<file path="src/rtl/i2c_slave_pkg.sv">
// Shared types and constants for the I2C register-bank responder.
package i2c_slave_pkg;

  // Protocol phases of the responder.
  typedef enum logic [3:0] {
    StIdle,
    StAddr,
    StAddrAck,
    StPtr,
    StPtrAck,
    StWdata,
    StWdataAck,
    StRdata,
    StMack,
    StWait
  } i2c_state_e;

  // Acknowledge bit levels on SDA.
  localparam logic Ack  = 1'b0;
  localparam logic Nack = 1'b1;

endpackage

</file>
<file path="src/rtl/i2c_line_filter.sv">
// Two-flop synchroniser, glitch filter and edge pulses for one open-drain bus line.
module i2c_line_filter #(
  parameter int unsigned FILT_LEN = 4
) (
  input  logic i_clk,
  input  logic i_rst,
  input  logic i_line,
  output logic o_level,
  output logic o_rise,
  output logic o_fall
);

  localparam int unsigned CntW = (FILT_LEN > 1) ? $clog2(FILT_LEN) : 1;

  logic [1:0]      r_sync;
  logic [CntW-1:0] r_cnt;
  logic            r_filt;
  logic            r_filt_prev;

  // Synchronise the pin; idle bus level is high so reset there to avoid phantom edges.
  always_ff @(posedge i_clk or posedge i_rst) begin
    if (i_rst) begin
      r_sync <= 2'b11;
    end else begin
      r_sync <= {r_sync[0], i_line};
    end
  end

  // Accept a new level only after FILT_LEN consecutive samples disagree with the current one.
  always_ff @(posedge i_clk or posedge i_rst) begin
    if (i_rst) begin
      r_cnt       <= '0;
      r_filt      <= 1'b1;
      r_filt_prev <= 1'b1;
    end else begin
      r_filt_prev <= r_filt;
      if (r_sync[1] != r_filt) begin
        if (r_cnt == CntW'(FILT_LEN - 1)) begin
          r_filt <= r_sync[1];
          r_cnt  <= '0;
        end else begin
          r_cnt <= r_cnt + CntW'(1);
        end
      end else begin
        r_cnt <= '0;
      end
    end
  end

  assign o_level = r_filt;
  assign o_rise  = r_filt & ~r_filt_prev;
  assign o_fall  = ~r_filt & r_filt_prev;

endmodule

</file>
<file path="src/rtl/i2c_slave_regs.sv">
// I2C responder exposing a byte register bank: pointer byte, then data writes with
// auto-increment, or reads starting at the current pointer.
module i2c_slave_regs
  import i2c_slave_pkg::*;
#(
  parameter logic [6:0]  DEV_ID   = 7'h54,
  parameter int unsigned NUM_REGS = 8,
  parameter int unsigned FILT_LEN = 4,
  localparam int unsigned PtrW    = $clog2(NUM_REGS)
) (
  input  logic                  i_sys_clk,
  input  logic                  i_sys_rst,
  input  logic                  i_scl,
  input  logic                  i_sda,
  output logic                  o_sda_oe,
  output logic                  o_wr_vld,
  output logic [PtrW-1:0]       o_wr_addr,
  output logic [7:0]            o_wr_data,
  output logic                  o_busy,
  output logic [8*NUM_REGS-1:0] o_reg_q
);

  logic w_scl_lvl, w_scl_rise, w_scl_fall;
  logic w_sda_lvl, w_sda_rise, w_sda_fall;
  logic w_start, w_stop;
  logic [7:0]      w_byte;
  logic [PtrW-1:0] w_ptr_inc;

  i2c_state_e      r_state;
  logic [3:0]      r_bit_cnt;
  logic [7:0]      r_shift;
  logic [7:0]      r_rd_shift;
  logic [PtrW-1:0] r_ptr;
  logic            r_rw;
  logic            r_sda_oe;
  logic            r_wr_vld;
  logic [PtrW-1:0] r_wr_addr;
  logic [7:0]      r_wr_data;
  logic            r_busy;
  logic [7:0]      r_regs [NUM_REGS];

  i2c_line_filter #(
    .FILT_LEN (FILT_LEN)
  ) u_scl_filt (
    .i_clk   (i_sys_clk),
    .i_rst   (i_sys_rst),
    .i_line  (i_scl),
    .o_level (w_scl_lvl),
    .o_rise  (w_scl_rise),
    .o_fall  (w_scl_fall)
  );

  i2c_line_filter #(
    .FILT_LEN (FILT_LEN)
  ) u_sda_filt (
    .i_clk   (i_sys_clk),
    .i_rst   (i_sys_rst),
    .i_line  (i_sda),
    .o_level (w_sda_lvl),
    .o_rise  (w_sda_rise),
    .o_fall  (w_sda_fall)
  );

  assign w_start   = w_sda_fall & w_scl_lvl;
  assign w_stop    = w_sda_rise & w_scl_lvl;
  assign w_byte    = {r_shift[6:0], w_sda_lvl};
  assign w_ptr_inc = r_ptr + PtrW'(1);

  // Protocol FSM: bus conditions first, then bit sampling on SCL rise, SDA updates on SCL fall.
  always_ff @(posedge i_sys_clk or posedge i_sys_rst) begin
    if (i_sys_rst) begin
      r_state    <= StIdle;
      r_bit_cnt  <= '0;
      r_shift    <= '0;
      r_rd_shift <= '0;
      r_ptr      <= '0;
      r_rw       <= 1'b0;
      r_sda_oe   <= 1'b0;
      r_wr_vld   <= 1'b0;
      r_wr_addr  <= '0;
      r_wr_data  <= '0;
      r_busy     <= 1'b0;
      for (int i = 0; i < int'(NUM_REGS); i++) begin
        r_regs[i] <= '0;
      end
    end else begin
      r_wr_vld <= 1'b0;
      if (w_start) begin
        // Repeated START keeps busy and the pointer; any partial byte is dropped.
        r_state   <= StAddr;
        r_bit_cnt <= '0;
        r_sda_oe  <= 1'b0;
      end else if (w_stop) begin
        r_state   <= StIdle;
        r_bit_cnt <= '0;
        r_sda_oe  <= 1'b0;
        r_busy    <= 1'b0;
      end else if (w_scl_rise) begin
        case (r_state)
          StAddr: begin
            r_shift <= w_byte;
            if (r_bit_cnt == 4'd7) begin
              r_bit_cnt <= '0;
              if (w_byte[7:1] == DEV_ID) begin
                r_state <= StAddrAck;
                r_rw    <= w_byte[0];
                r_busy  <= 1'b1;
              end else begin
                r_state <= StIdle;
                r_busy  <= 1'b0;
              end
            end else begin
              r_bit_cnt <= r_bit_cnt + 4'd1;
            end
          end
          StPtr: begin
            r_shift <= w_byte;
            if (r_bit_cnt == 4'd7) begin
              r_bit_cnt <= '0;
              r_ptr     <= w_byte[PtrW-1:0];
              r_state   <= StPtrAck;
            end else begin
              r_bit_cnt <= r_bit_cnt + 4'd1;
            end
          end
          StWdata: begin
            r_shift <= w_byte;
            if (r_bit_cnt == 4'd7) begin
              r_bit_cnt     <= '0;
              r_regs[r_ptr] <= w_byte;
              r_wr_vld      <= 1'b1;
              r_wr_addr     <= r_ptr;
              r_wr_data     <= w_byte;
              r_ptr         <= w_ptr_inc;
              r_state       <= StWdataAck;
            end else begin
              r_bit_cnt <= r_bit_cnt + 4'd1;
            end
          end
          StRdata: begin
            r_rd_shift <= {r_rd_shift[6:0], 1'b0};
            r_bit_cnt  <= r_bit_cnt + 4'd1;
          end
          StMack: begin
            if (w_sda_lvl == Ack) begin
              // Byte latched now so a later write cannot disturb it mid-shift.
              r_ptr      <= w_ptr_inc;
              r_rd_shift <= r_regs[w_ptr_inc];
              r_bit_cnt  <= '0;
              r_state    <= StRdata;
            end else begin
              r_state <= StWait;
              r_busy  <= 1'b0;
            end
          end
          default: ;
        endcase
      end else if (w_scl_fall) begin
        case (r_state)
          StAddrAck, StPtrAck, StWdataAck: begin
            // First fall drives the ACK, the next one ends the ACK clock.
            if (!r_sda_oe) begin
              r_sda_oe <= ~Ack;
            end else begin
              r_sda_oe  <= 1'b0;
              r_bit_cnt <= '0;
              if (r_state == StAddrAck) begin
                if (r_rw) begin
                  r_rd_shift <= r_regs[r_ptr];
                  r_sda_oe   <= ~r_regs[r_ptr][7];
                  r_state    <= StRdata;
                end else begin
                  r_state <= StPtr;
                end
              end else begin
                r_state <= StWdata;
              end
            end
          end
          StRdata: begin
            if (r_bit_cnt == 4'd8) begin
              r_sda_oe  <= 1'b0;
              r_bit_cnt <= '0;
              r_state   <= StMack;
            end else begin
              r_sda_oe <= ~r_rd_shift[7];
            end
          end
          default: ;
        endcase
      end
    end
  end

  for (genvar gi = 0; gi < int'(NUM_REGS); gi++) begin : g_reg_q
    assign o_reg_q[8*gi +: 8] = r_regs[gi];
  end

  assign o_sda_oe  = r_sda_oe;
  assign o_wr_vld  = r_wr_vld;
  assign o_wr_addr = r_wr_addr;
  assign o_wr_data = r_wr_data;
  assign o_busy    = r_busy;

endmodule

</file>
<file path="config.mk">
export PLATFORM = sky130hd
export DESIGN_NAME = i2c_slave_regs
export DESIGN_NICKNAME = d
export VERILOG_FILES = /design/src/rtl/i2c_slave_pkg.sv /design/src/rtl/i2c_line_filter.sv /design/src/rtl/i2c_slave_regs.sv
export SDC_FILE = /design/constraint.sdc
export NUM_CORES = 1
export LEC_CHECK = 0
export CORE_ASPECT_RATIO = 1.25
export CORE_MARGIN = 2
export CORE_UTILIZATION = 35
export DETAILED_ROUTE_END_ITERATION = 16
export REMOVE_ABC_BUFFERS = 1
export SLEW_MARGIN = 20
export SYNTH_ARGS = -nofsm -noshare
export SYNTH_HDL_FRONTEND = slang
export SYNTH_HIERARCHICAL = 1
export SYNTH_SLANG_ARGS = --single-unit
</file>
<file path="constraint.sdc">
create_clock -name i_sys_clk -period 2.9 [get_ports i_sys_clk]
set_input_delay 0.29 -clock i_sys_clk [delete_from_list [all_inputs] [get_ports i_sys_clk]]
set_output_delay 0.29 -clock i_sys_clk [all_outputs]
set_load 0.05 [all_outputs]
</file>
==> flow_metrics.env, run 1 <==
export IMPL_tritoncts="built"
export IMPL_r2r_setup_slack_ns=0.26
export IMPL_share_of_synthesized_cell_area_in_full_adder_half_adder_and_majority_cells=0.01002
export IMPL_grt_start_max_net_pins=65
export IMPL_ys_flop_type="sky130_fd_sc_hd__dfrtp_1"
export IMPL_timing_critical_path_fanout_max=18
export IMPL_critical_path_max_stage_delay_ns=0.63
export IMPL_end_kind="register"
export IMPL_clkSinkCount=117
export IMPL_yosys_mux_area_fraction=0.2856
export IMPL_yosys_area_share_xor_xnor=0.006814
export IMPL_mostFrequentLayoutCell="sky130_fd_sc_hd__dfrtp_1"
export IMPL_hold_viol_final=0
export IMPL_synth_lib_cells_used_distinct=63
export IMPL_synth_warnings=6
export IMPL_finalNonFillerCells=831
export IMPL_fin_hold_ws_ns=0.1733
export IMPL_totalNegativeSetupSlack_ns=0
export IMPL_cts_path_max_buffers=2
export IMPL_synth_seq_cells=117
export IMPL_top_layer="met4"
export IMPL_max_cap_viol_count=0
export IMPL_met2WireLength_mm=10.18
export IMPL_drive_gt1_frac=0.3147
export IMPL_critical_path_required_ns=3.17
export IMPL_io_buffer_count=81
export IMPL_ctsRootBufferMaster="sky130_fd_sc_hd__clkbuf_16"
export IMPL_syn_area_per_cell_sq_um=12.49
export IMPL_final_period_utilization=0.9096
export IMPL_postCtsResizedCells=0
export IMPL_synth_area_in_simple_gates=0.1172
export IMPL_slew_at_the_pin_closest_to_its_max_slew_limit_ns=0.7233
export IMPL_grt_setup_unrepaired="no"
export IMPL_drt_met1_wl_mm=7.355
export IMPL_met3_wirelength_um=808
export IMPL_layout_cells_most_common_list="sky130_fd_sc_hd__dfrtp_1, sky130_fd_sc_hd__mux2_2, sky130_fd_sc_hd__clkdlybuf4s50_1, sky130_fd_sc_hd__mux2i_1, sky130_fd_sc_hd__nand2_1"
export IMPL_drv_slew=0
export IMPL_synthDominantAreaCellType="sky130_fd_sc_hd__dfrtp_1"
export IMPL_insertedDiodeCount=0
export IMPL_antenna_found_initial=0
export IMPL_firstDrtPassIters=6
export IMPL_cts_setup_buffers=0
export IMPL_synthesis_instances=500
export IMPL_run_status="finished, final reports clean"
export IMPL_die_width_um=123.5
export IMPL_worst_path_max_delay_cell="sky130_fd_sc_hd__dfstp_2"
export IMPL_synth_top_cell_area_share=0.4369
export IMPL_timing_final_setup_violations=0
export IMPL_nNetsFinal=603
export IMPL_hold_path_class="input pin to asynchronous set/reset pin"
export IMPL_route_detailed_vias_per_inst=5.653
export IMPL_final_util=0.4612
export IMPL_finalWorstPathRequiredPeriod_ns=2.638
export IMPL_post_cts_hold_buffer_count=0
export IMPL_synth_edff_count=0
export IMPL_area_of_the_core_sq_um=17500
export IMPL_ys_top_cells_by_area="sky130_fd_sc_hd__dfrtp_1, sky130_fd_sc_hd__mux2_2, sky130_fd_sc_hd__mux4_2, sky130_fd_sc_hd__mux2i_1, sky130_fd_sc_hd__dfstp_2"
export IMPL_boundaryPins=82
export IMPL_cell_by_cell_trace_of_the_critical_path="nor2b_2 -> buf_4 -> inv_1 -> or3_1 -> o22ai_1 -> or4_1 -> o21ai_1"
export IMPL_route_final_wire_length_mm=18.78
export IMPL_die_area_sq_um=18930
export IMPL_fmax_mhz=379.1
export IMPL_static_leakage_power_uw=0.003494
export IMPL_cts_buffers_inserted=17
export IMPL_drt_initial_drc_count=242
export IMPL_vias_in_the_first_global_route=5019
export IMPL_grt_pass1_wl_mm=29.27
export IMPL_synth_compound_gate_area_share=0.07756
export IMPL_drc_errors=0
export IMPL_std_cell_rows=54
export IMPL_synth_top_family_by_area="multiplexers"
export IMPL_final_antenna_net_count=0
export IMPL_fp_dieH_um=153.3
export IMPL_vias=4698
export IMPL_slew_headroom=0.5178
export IMPL_final_setup_skew_ns=0.01399
export IMPL_area_growth_synth_to_final_pct=29.28
export IMPL_worst_setup_path_type="register to register"
export IMPL_avgRoutedWirePerCell_um=22.60
export IMPL_clock_latency_ns=0.42
export IMPL_logic_depth_of_the_worst_register_to_register_path=7
export IMPL_gp_congestion=0.8321
export IMPL_synth_area_sq_um=6243
export IMPL_worstSetupStartpointType="register"
export IMPL_rr_endpoint="r_rd_shift[5]"
export IMPL_floorplan_initialDensity=0.3568
export IMPL_critical_path_arrival_ns=2.91
export IMPL_htree_levels=4
export IMPL_p_per_area_nw_per_um2=811.5
export IMPL_synthArstFlopShare=1.000
export IMPL_clkSlewWorstSetupHoldPaths_ns=0.06
export IMPL_track_usage=0.2076
export IMPL_place_detailed_instances=799
export IMPL_seq_area_frac_synth=0.4705
export IMPL_dp_hpwl_mm=12.95
export IMPL_vdd_ir_drop_worst_v=0.0003946
export IMPL_globalRouteOverflowTotal=0
export IMPL_r2r_start="u_scl_filt/o_level"
[power breakdown]
| group | internal, uW | total [uW] | switching (uW) |
|---|---|---|---|
| clock network | 1630 | 2390 | 761 |
| logic | 763 | 1950 | 1190 |
| registers | 1850 | 2210 | 355 |
[stage by stage]
stage | setup slack [ns] | area [sq um] | power, uW
6_report | 0.2621 | 8071 | 6550
5_1_grt | 0.1707 | 8071 | 6850
4_1_cts | 0.3090 | 8071 | 6569
3_5_place_dp | 0.3156 | 7398 | 4159
3_3_place_gp | 0.3298 | 7398 | 4153
2_1_floorplan | -0.4730 | 6095 | 3433
[worst max path at each step]
stage / from / endpoint / slack, ns / cells past startpoint
2_1_floorplan: u_scl_filt/o_level / o_reg_q[48] / -0.47 / 4
3_3_place_gp: u_scl_filt/o_level / r_rd_shift[5] / 0.33 / 7
3_5_place_dp: u_scl_filt/o_level / r_rd_shift[5] / 0.32 / 7
4_1_cts: u_scl_filt/o_level / r_rd_shift[5] / 0.31 / 7
5_1_grt: u_scl_filt/o_level / r_rd_shift[6] / 0.17 / 7
6_report: u_scl_filt/o_level / r_rd_shift[5] / 0.26 / 7
[routing by layer]
metal,vias up,GRT usage
met5,-,0
met2,147,0.3600
met1,2467,0.2438
li1,2056,-
met3,28,0.05075
met4,0,0.07955
[state kept, by name, summed over array words and instances (netlist names), 3 cells and up]
| signal | cells |
|---|---|
| r_state | 4 |
| o_reg_q | 64 |
| r_ptr | 3 |
| o_wr_data | 8 |
| r_bit_cnt | 4 |
| r_rd_shift | 8 |
| o_wr_addr | 3 |
| r_shift | 7 |
[cells in the mapped netlist, drive strengths merged (6+ instances only)]
cell      n
o41ai     6
nand4     6
a22oi     6
o21ai    11
dfrtp   109
mux2     87
nor2     22
clkbuf   14
nor2b     7
mux4     21
a21oi    10
dfstp     8
buf      18
nand2    32
inv      14
nand3    17
mux2i    33
nor3      9
[cell families after synthesis]
logic type | count (synthesis)
buffers and inverters | 46
AOI/OAI and AO/OA | 67
and+or+nand+nor | 120
adders and majority gates | 5
muxes | 141
xor gates and xnor gates | 4
DFF | 117
[area by class of cell]
| cell class | count | area (sq um) |
|---|---|---|
| multi-input combinational | 337 | 3107 |
| fill | 1582 | 9428 |
| clock inverter | 13 | 230.2 |
| clock buffer | 19 | 442.9 |
| sequential | 117 | 2938 |
| tap | 224 | 280.3 |
| inverter | 14 | 55.05 |
| timing repair buffer | 107 | 1018 |
[critical path, delay by kind of cell, from the launching register on]
kind	cells	cell delay (ns)
buffers and inverters	2	0.55
and+or+nand+nor	3	1.03
AOI/OAI and AO/OA	2	0.28
DFF	1	0.63
Power figures use the tool's default switching activity.
==> run 2: changes to the inputs <==
--- a/config.mk
+++ b/config.mk
@@ -8,6 +8,7 @@
 export CORE_ASPECT_RATIO = 1.25
 export CORE_MARGIN = 2
 export CORE_UTILIZATION = 35
+export CTS_BUF_LIST = sky130_fd_sc_hd__clkbuf_8
 export DETAILED_ROUTE_END_ITERATION = 16
 export REMOVE_ABC_BUFFERS = 1
 export SLEW_MARGIN = 20
==> constraint.sdc (replaced) <==
create_clock -name i_sys_clk -period 2.8 [get_ports i_sys_clk]
set_input_delay 0.28 -clock i_sys_clk [delete_from_list [all_inputs] [get_ports i_sys_clk]]
set_output_delay 0.28 -clock i_sys_clk [all_outputs]
set_load 0.05 [all_outputs]
==> run 2 against run 1 <==
Net effect: die area unchanged; sequential power increased by 2%; non-clock buffer count is 1 lower; critical endpoint unchanged; critical path depth did not move; worst hold slack lost 0.00061 ns; clock skew rose by 0.00055 ns; first-iteration DRC count is 40% higher; cell area shrank 2.4%; power decreased by 6.2%; wire length down 2.0%; highest routed layer unchanged.
==> flow_metrics.env, run 2 (same netlist as run 1, synthesis figures left out) <==
export IMPL_finalWorstPathRequiredPeriod_ns=2.661
export IMPL_firstDrtPassIters=5
export IMPL_worst_setup_path_type="register to register"
export IMPL_antenna_found_initial=0
export IMPL_power_frac_comb=0.329
export IMPL_power_report_internal_total_uw=3800
export IMPL_layout_cells_most_common_list="sky130_fd_sc_hd__dfrtp_1, sky130_fd_sc_hd__mux2_2, sky130_fd_sc_hd__clkdlybuf4s50_1, sky130_fd_sc_hd__mux2i_1, sky130_fd_sc_hd__nand2_1"
export IMPL_area_growth_synth_to_final_pct=26.13
export IMPL_fin_hold_ws_ns=0.1727
export IMPL_logic_depth_of_the_worst_register_to_register_path=7
export IMPL_detailedPlace_worstSlack_ns=0.1371
export IMPL_vias=4686
export IMPL_critical_path_arrival_ns=2.96
export IMPL_worst_path_max_delay_cell="sky130_fd_sc_hd__dfstp_2"
export IMPL_totalNegativeSetupSlack_ns=0
export IMPL_ctsRootBufferMaster="sky130_fd_sc_hd__clkbuf_8"
export IMPL_r2r_setup_slack_ns=0.14
export IMPL_cp_top_family="simple AND/OR/NAND/NOR gates"
export IMPL_die_width_um=123.5
export IMPL_nNetsFinal=602
export IMPL_floorplan_initialDensity=0.3568
export IMPL_tritoncts="built"
export IMPL_rr_endpoint="r_rd_shift[5]"
export IMPL_insertedDiodeCount=0
export IMPL_route_final_wire_length_mm=18.40
export IMPL_report_power_total_uw=6141
export IMPL_final_util=0.4500
export IMPL_std_cell_rows=54
export IMPL_postCtsResizedCells=0
export IMPL_fp_dieH_um=153.3
export IMPL_dp_hpwl_mm=12.78
export IMPL_cts_setup_buffers=0
export IMPL_htree_levels=4
export IMPL_route_detailed_vias_per_inst=5.646
export IMPL_worstSetupStartpointType="register"
export IMPL_r2r_start="u_scl_filt/o_level"
export IMPL_p_per_area_nw_per_um2=779.8
export IMPL_boundaryPins=82
export IMPL_cts_buffers_inserted=17
export IMPL_track_usage=0.2045
export IMPL_slew_headroom=0.4896
export IMPL_max_cap_viol_count=0
export IMPL_mostFrequentLayoutCell="sky130_fd_sc_hd__dfrtp_1"
export IMPL_drv_slew=0
export IMPL_area_taken_by_multi_input_logic_gates_sq_um=3107
export IMPL_total_of_fill_cells_in_the_finished_design=1575
export IMPL_worst_path_buf_inv=2
export IMPL_timing_critical_path_fanout_max=29
export IMPL_critical_path_required_ns=3.10
export IMPL_globalRouteOverflowTotal=0
export IMPL_final_antenna_net_count=0
export IMPL_vdd_ir_drop_worst_v=0.0003580
export IMPL_final_period_utilization=0.9503
export IMPL_drive_gt1_frac=0.3152
export IMPL_vias_in_the_first_global_route=4910
export IMPL_hold_path_class="input pin to asynchronous set/reset pin"
export IMPL_grt_start_max_net_pins=46
export IMPL_power_switching_share=0.3811
export IMPL_gp_congestion=0.8237
export IMPL_critical_path_max_stage_delay_ns=0.63
export IMPL_clkSlewWorstSetupHoldPaths_ns=0.08
export IMPL_setup_ws_ns=0.1391
export IMPL_avgRoutedWirePerCell_um=22.17
export IMPL_clock_latency_ns=0.44
export IMPL_static_leakage_power_uw=0.003400
export IMPL_post_cts_hold_buffer_count=0
export IMPL_hold_viol_final=0
export IMPL_final_setup_skew_ns=0.01455
export IMPL_cell_by_cell_trace_of_the_critical_path="nor2b_2 -> buf_4 -> inv_1 -> or3_1 -> o22ai_1 -> or4_1 -> o21ai_1"
export IMPL_grt_setup_unrepaired="no"
export IMPL_clkSinkCount=117
export IMPL_clkPwrFrac=0.304
export IMPL_fmax_mhz=375.8
export IMPL_layout_area_seq_sq_um=2938
export IMPL_drt_initial_drc_count=339
export IMPL_die_area_sq_um=18930
export IMPL_slew_at_the_pin_closest_to_its_max_slew_limit_ns=0.7656
export IMPL_largest_register_ffs=64
export IMPL_end_kind="register"
export IMPL_area_of_the_core_sq_um=17500
export IMPL_grt_pass1_wl_mm=28.88
export IMPL_cts_path_max_buffers=2
export IMPL_drc_errors=0
export IMPL_timing_final_setup_violations=0
export IMPL_io_buffer_count=81
export IMPL_p_sw_uw=2341
export IMPL_pwr_share_seq=0.368
export IMPL_run_status="finished, final reports clean"
-- run 2: worst reg2reg max path, stage by stage (launching register included) --
cell and delay (ns):
sky130_fd_sc_hd__dfstp_2 0.63, sky130_fd_sc_hd__nor2b_2 0.26, sky130_fd_sc_hd__buf_4 0.35, sky130_fd_sc_hd__inv_1 0.26
sky130_fd_sc_hd__or3_1 0.56, sky130_fd_sc_hd__o22ai_1 0.20, sky130_fd_sc_hd__or4_1 0.19, sky130_fd_sc_hd__o21ai_1 0.08
-- run 2: power groups by stage --
stage	sequential (uW)	clock, uW	combinational, uW
final	2260	1860	2020
after CTS	2250	1890	2030
after global placement	2270	0	2000
after floorplan	2310	0	1240
after global routing	2290	1960	2200
after detailed placement	2280	0	2020
-- run 2: cell type report --
| cell class | count | share of cell area |
|---|---|---|
| clock buffers | 18 | 0.03146 |
| clock inverters | 14 | 0.02844 |
| inverters | 14 | 0.006991 |
| multi-input cells | 337 | 0.3945 |
| flip-flops and latches | 117 | 0.3731 |
| well taps | 224 | 0.03559 |
| repair buffers | 106 | 0.1300 |
-- run 2: metal layers --
metal  share of wire  track usage
met5               0            0
met1            0.40       0.2563
met4           0.038      0.09307
met2            0.51       0.3383
met3           0.044      0.03806
-- run 2: stage by stage --
stage / instance area [sq um] / std cells
4_1_cts: 7875 / 830
3_3_place_gp: 7403 / 798
6_report: 7875 / 830
2_1_floorplan: 6095 / 468
3_5_place_dp: 7403 / 798
5_1_grt: 7875 / 830
-- run 2: worst max-delay path by stage --
stage,from,endpoint,cells after the start,slack (ns)
2_1_floorplan,u_scl_filt/o_level,o_reg_q[48],4,-0.57
3_3_place_gp,u_scl_filt/o_level,r_rd_shift[5],7,0.11
3_5_place_dp,u_scl_filt/o_level,r_rd_shift[5],7,0.14
4_1_cts,u_scl_filt/o_level,r_rd_shift[5],7,0.12
5_1_grt,u_scl_filt/o_level,r_rd_shift[6],7,0.03
6_report,u_scl_filt/o_level,r_rd_shift[5],7,0.14
==> run 3: changes to the inputs <==
--- a/config.mk
+++ b/config.mk
@@ -7,7 +7,7 @@
 export LEC_CHECK = 0
 export CORE_ASPECT_RATIO = 1.25
 export CORE_MARGIN = 2
-export CORE_UTILIZATION = 35
+export CORE_UTILIZATION = 40
 export CTS_BUF_LIST = sky130_fd_sc_hd__clkbuf_8
 export DETAILED_ROUTE_END_ITERATION = 16
 export REMOVE_ABC_BUFFERS = 1
==> run 3 against run 2 <==
Net effect: count of clock-buffer cells in the layout up 2; highest routed layer unchanged; sequential power barely moved; cell area is 0.43% higher; critical endpoint is now r_rd_shift[6]; register-to-register slack improved by 0.07 ns; final cell count decreased by 1.3%; largest cell class unchanged; global-route usage grew 3.0 points; critical path type unchanged.
==> flow_metrics.env, run 3 (same netlist as run 1, synthesis figures left out) <==
export IMPL_vdd_ir_drop_worst_v=0.0003802
export IMPL_p_per_area_nw_per_um2=796.0
export IMPL_met2WireLength_mm=9.297
export IMPL_track_usage=0.2346
export IMPL_ctsRootBufferMaster="sky130_fd_sc_hd__clkbuf_8"
export IMPL_p_sw_uw=2284
export IMPL_slew_headroom=0.3824
export IMPL_route_final_wire_length_mm=18.31
export IMPL_final_antenna_net_count=0
export IMPL_top_layer="met4"
export IMPL_clkPwrFrac=0.324
export IMPL_vias=4662
export IMPL_power_switching_share=0.3629
export IMPL_drt_initial_drc_count=261
export IMPL_final_util=0.5122
export IMPL_htree_levels=4
export IMPL_power_frac_comb=0.318
export IMPL_layout_cells_most_common_list="sky130_fd_sc_hd__dfrtp_1, sky130_fd_sc_hd__mux2_2, sky130_fd_sc_hd__clkdlybuf4s50_1, sky130_fd_sc_hd__mux2i_1, sky130_fd_sc_hd__nand2_1"
export IMPL_mostFrequentLayoutCell="sky130_fd_sc_hd__dfrtp_1"
export IMPL_grt_pass1_wl_mm=28.72
export IMPL_worstSetupStartpointType="register"
export IMPL_drc_errors=0
export IMPL_final_period_utilization=0.9259
export IMPL_timing_final_setup_violations=0
export IMPL_finalWorstPathRequiredPeriod_ns=2.593
export IMPL_area_of_the_core_sq_um=15440
export IMPL_drive_gt1_frac=0.3163
export IMPL_std_cell_rows=51
export IMPL_power_report_internal_total_uw=4011
export IMPL_placed_cell_area_sq_um=7383
export IMPL_gp_congestion=0.8233
export IMPL_boundaryPins=82
export IMPL_final_setup_skew_ns=0.006752
export IMPL_cts_buffers_inserted=17
export IMPL_grt_setup_unrepaired="no"
export IMPL_firstDrtPassIters=5
export IMPL_fmax_mhz=385.7
export IMPL_cts_path_max_buffers=2
export IMPL_antenna_found_initial=0
export IMPL_vias_in_the_first_global_route=4853
export IMPL_insertedDiodeCount=0
export IMPL_io_buffer_count=81
export IMPL_timing_critical_path_fanout_max=29
export IMPL_place_detailed_instances=787
export IMPL_fp_dieH_um=143.7
export IMPL_report_power_total_uw=6295
export IMPL_grt_start_max_net_pins=50
export IMPL_hold_viol_final=0
export IMPL_totalNegativeSetupSlack_ns=0
export IMPL_end_kind="register"
export IMPL_total_of_fill_cells_in_the_finished_design=1406
export IMPL_nNetsFinal=603
export IMPL_avgRoutedWirePerCell_um=22.36
export IMPL_route_detailed_vias_per_inst=5.692
export IMPL_largest_register_ffs=64
export IMPL_dp_hpwl_mm=12.73
export IMPL_tritoncts="built"
export IMPL_critical_path_required_ns=3.14
export IMPL_worst_setup_path_type="register to register"
export IMPL_pwr_share_seq=0.359
export IMPL_max_cap_viol_count=0
export IMPL_drt_met1_wl_mm=7.626
export IMPL_finalNonFillerCells=819
export IMPL_die_width_um=115.7
export IMPL_die_area_sq_um=16630
export IMPL_finish_instance_area_sq_um=7909
export IMPL_drv_slew=0
export IMPL_critical_path_arrival_ns=2.93
export IMPL_area_growth_synth_to_final_pct=26.67
export IMPL_globalRouteOverflowTotal=0
export IMPL_hold_path_class="input pin to asynchronous set/reset pin"
export IMPL_clkSlewWorstSetupHoldPaths_ns=0.07
export IMPL_static_leakage_power_uw=0.003426
export IMPL_met3_wirelength_um=787
export IMPL_floorplan_initialDensity=0.4043
export IMPL_clock_latency_ns=0.44
export IMPL_clkSinkCount=117
export IMPL_run_status="finished, final reports clean"
export IMPL_slew_at_the_pin_closest_to_its_max_slew_limit_ns=0.9194
-- run 3: cell types whose count changed in the layout (fill, tap and decap cells not counted) --
cell                         before  now
sky130_fd_sc_hd__clkbuf_8        18   20
sky130_fd_sc_hd__buf_4           23   24
sky130_fd_sc_hd__clkinv_2         0    1
sky130_fd_sc_hd__buf_6            0    1
sky130_fd_sc_hd__bufinv_16        5    7
sky130_fd_sc_hd__buf_12           2    1
sky130_fd_sc_hd__clkinvlp_4       4    3
sky130_fd_sc_hd__inv_6            3    1
sky130_fd_sc_hd__clkinv_4         2    0
-- run 3: metrics by stage --
stage               hold slack, ns  setup slack (ns)
floorplan                  0.06806           -0.5730
global placement            0.3495            0.2585
detailed placement          0.3506            0.2221
CTS                         0.1737            0.1773
global route                0.1894           0.06150
finish                      0.1815            0.2075
-- run 3: worst max-delay path, cell delays in order, from the launching register on --
cell                       delay, ns
sky130_fd_sc_hd__dfstp_2        0.64
sky130_fd_sc_hd__nor2b_2        0.27
sky130_fd_sc_hd__buf_6          0.27
sky130_fd_sc_hd__inv_1          0.22
sky130_fd_sc_hd__and3_1         0.31
sky130_fd_sc_hd__a22oi_1        0.26
sky130_fd_sc_hd__o311ai_0       0.21
sky130_fd_sc_hd__o41ai_2        0.30
-- run 3: timing repair --
action / in CTS / in global routing
setup buffers: 0 / 0
endpoints found under the hold margin: 0 / 0
hold buffers: 0 / 0
endpoints found under the setup margin: 0 / 1
gates resized for setup: 0 / 1
-- run 3: power by group through the flow --
stage,logic [uW],clock network [uW],registers [uW]
3_3_place_gp,1970,0,2280
3_5_place_dp,1990,0,2280
5_1_grt,2180,2150,2290
6_report,2000,2040,2260
4_1_cts,2000,2080,2260
2_1_floorplan,1240,0,2310
-- run 3: cell type report --
type,instances,area (sq um),share of cell area
well taps,212,265.3,0.03354
repair buffers,107,1022,0.1293
multi-input cells,337,3107,0.3928
clock inverters,12,246.5,0.03117
inverters,14,55.05,0.006961
clock buffers,20,275.3,0.03480
flip-flops and latches,117,2938,0.3715
-- run 3: path summary, 6_finish.rpt --
path,start,endpoint,slack [ns],depth (start not counted)
setup / recovery,u_scl_filt/o_level,r_rd_shift[6],0.21,7
setup reg to reg,u_scl_filt/o_level,r_rd_shift[6],0.21,7
hold reg to reg,u_scl_filt/r_sync[0],u_scl_filt/r_sync[1],0.36,0
max in group asynchronous,i_sys_rst,r_shift[1],1.73,3
hold / removal,i_sys_rst,u_scl_filt/r_cnt[1],0.18,2
min in group i_sys_clk,i_sda,u_sda_filt/r_sync[0],0.25,1
-- run 3: metal layers --
layer  up-vias  GRT usage
li1       2061          -
met1      2406     0.2993
met2       158     0.3860
met3        37    0.04639
met4         0     0.1053
met5         -          0
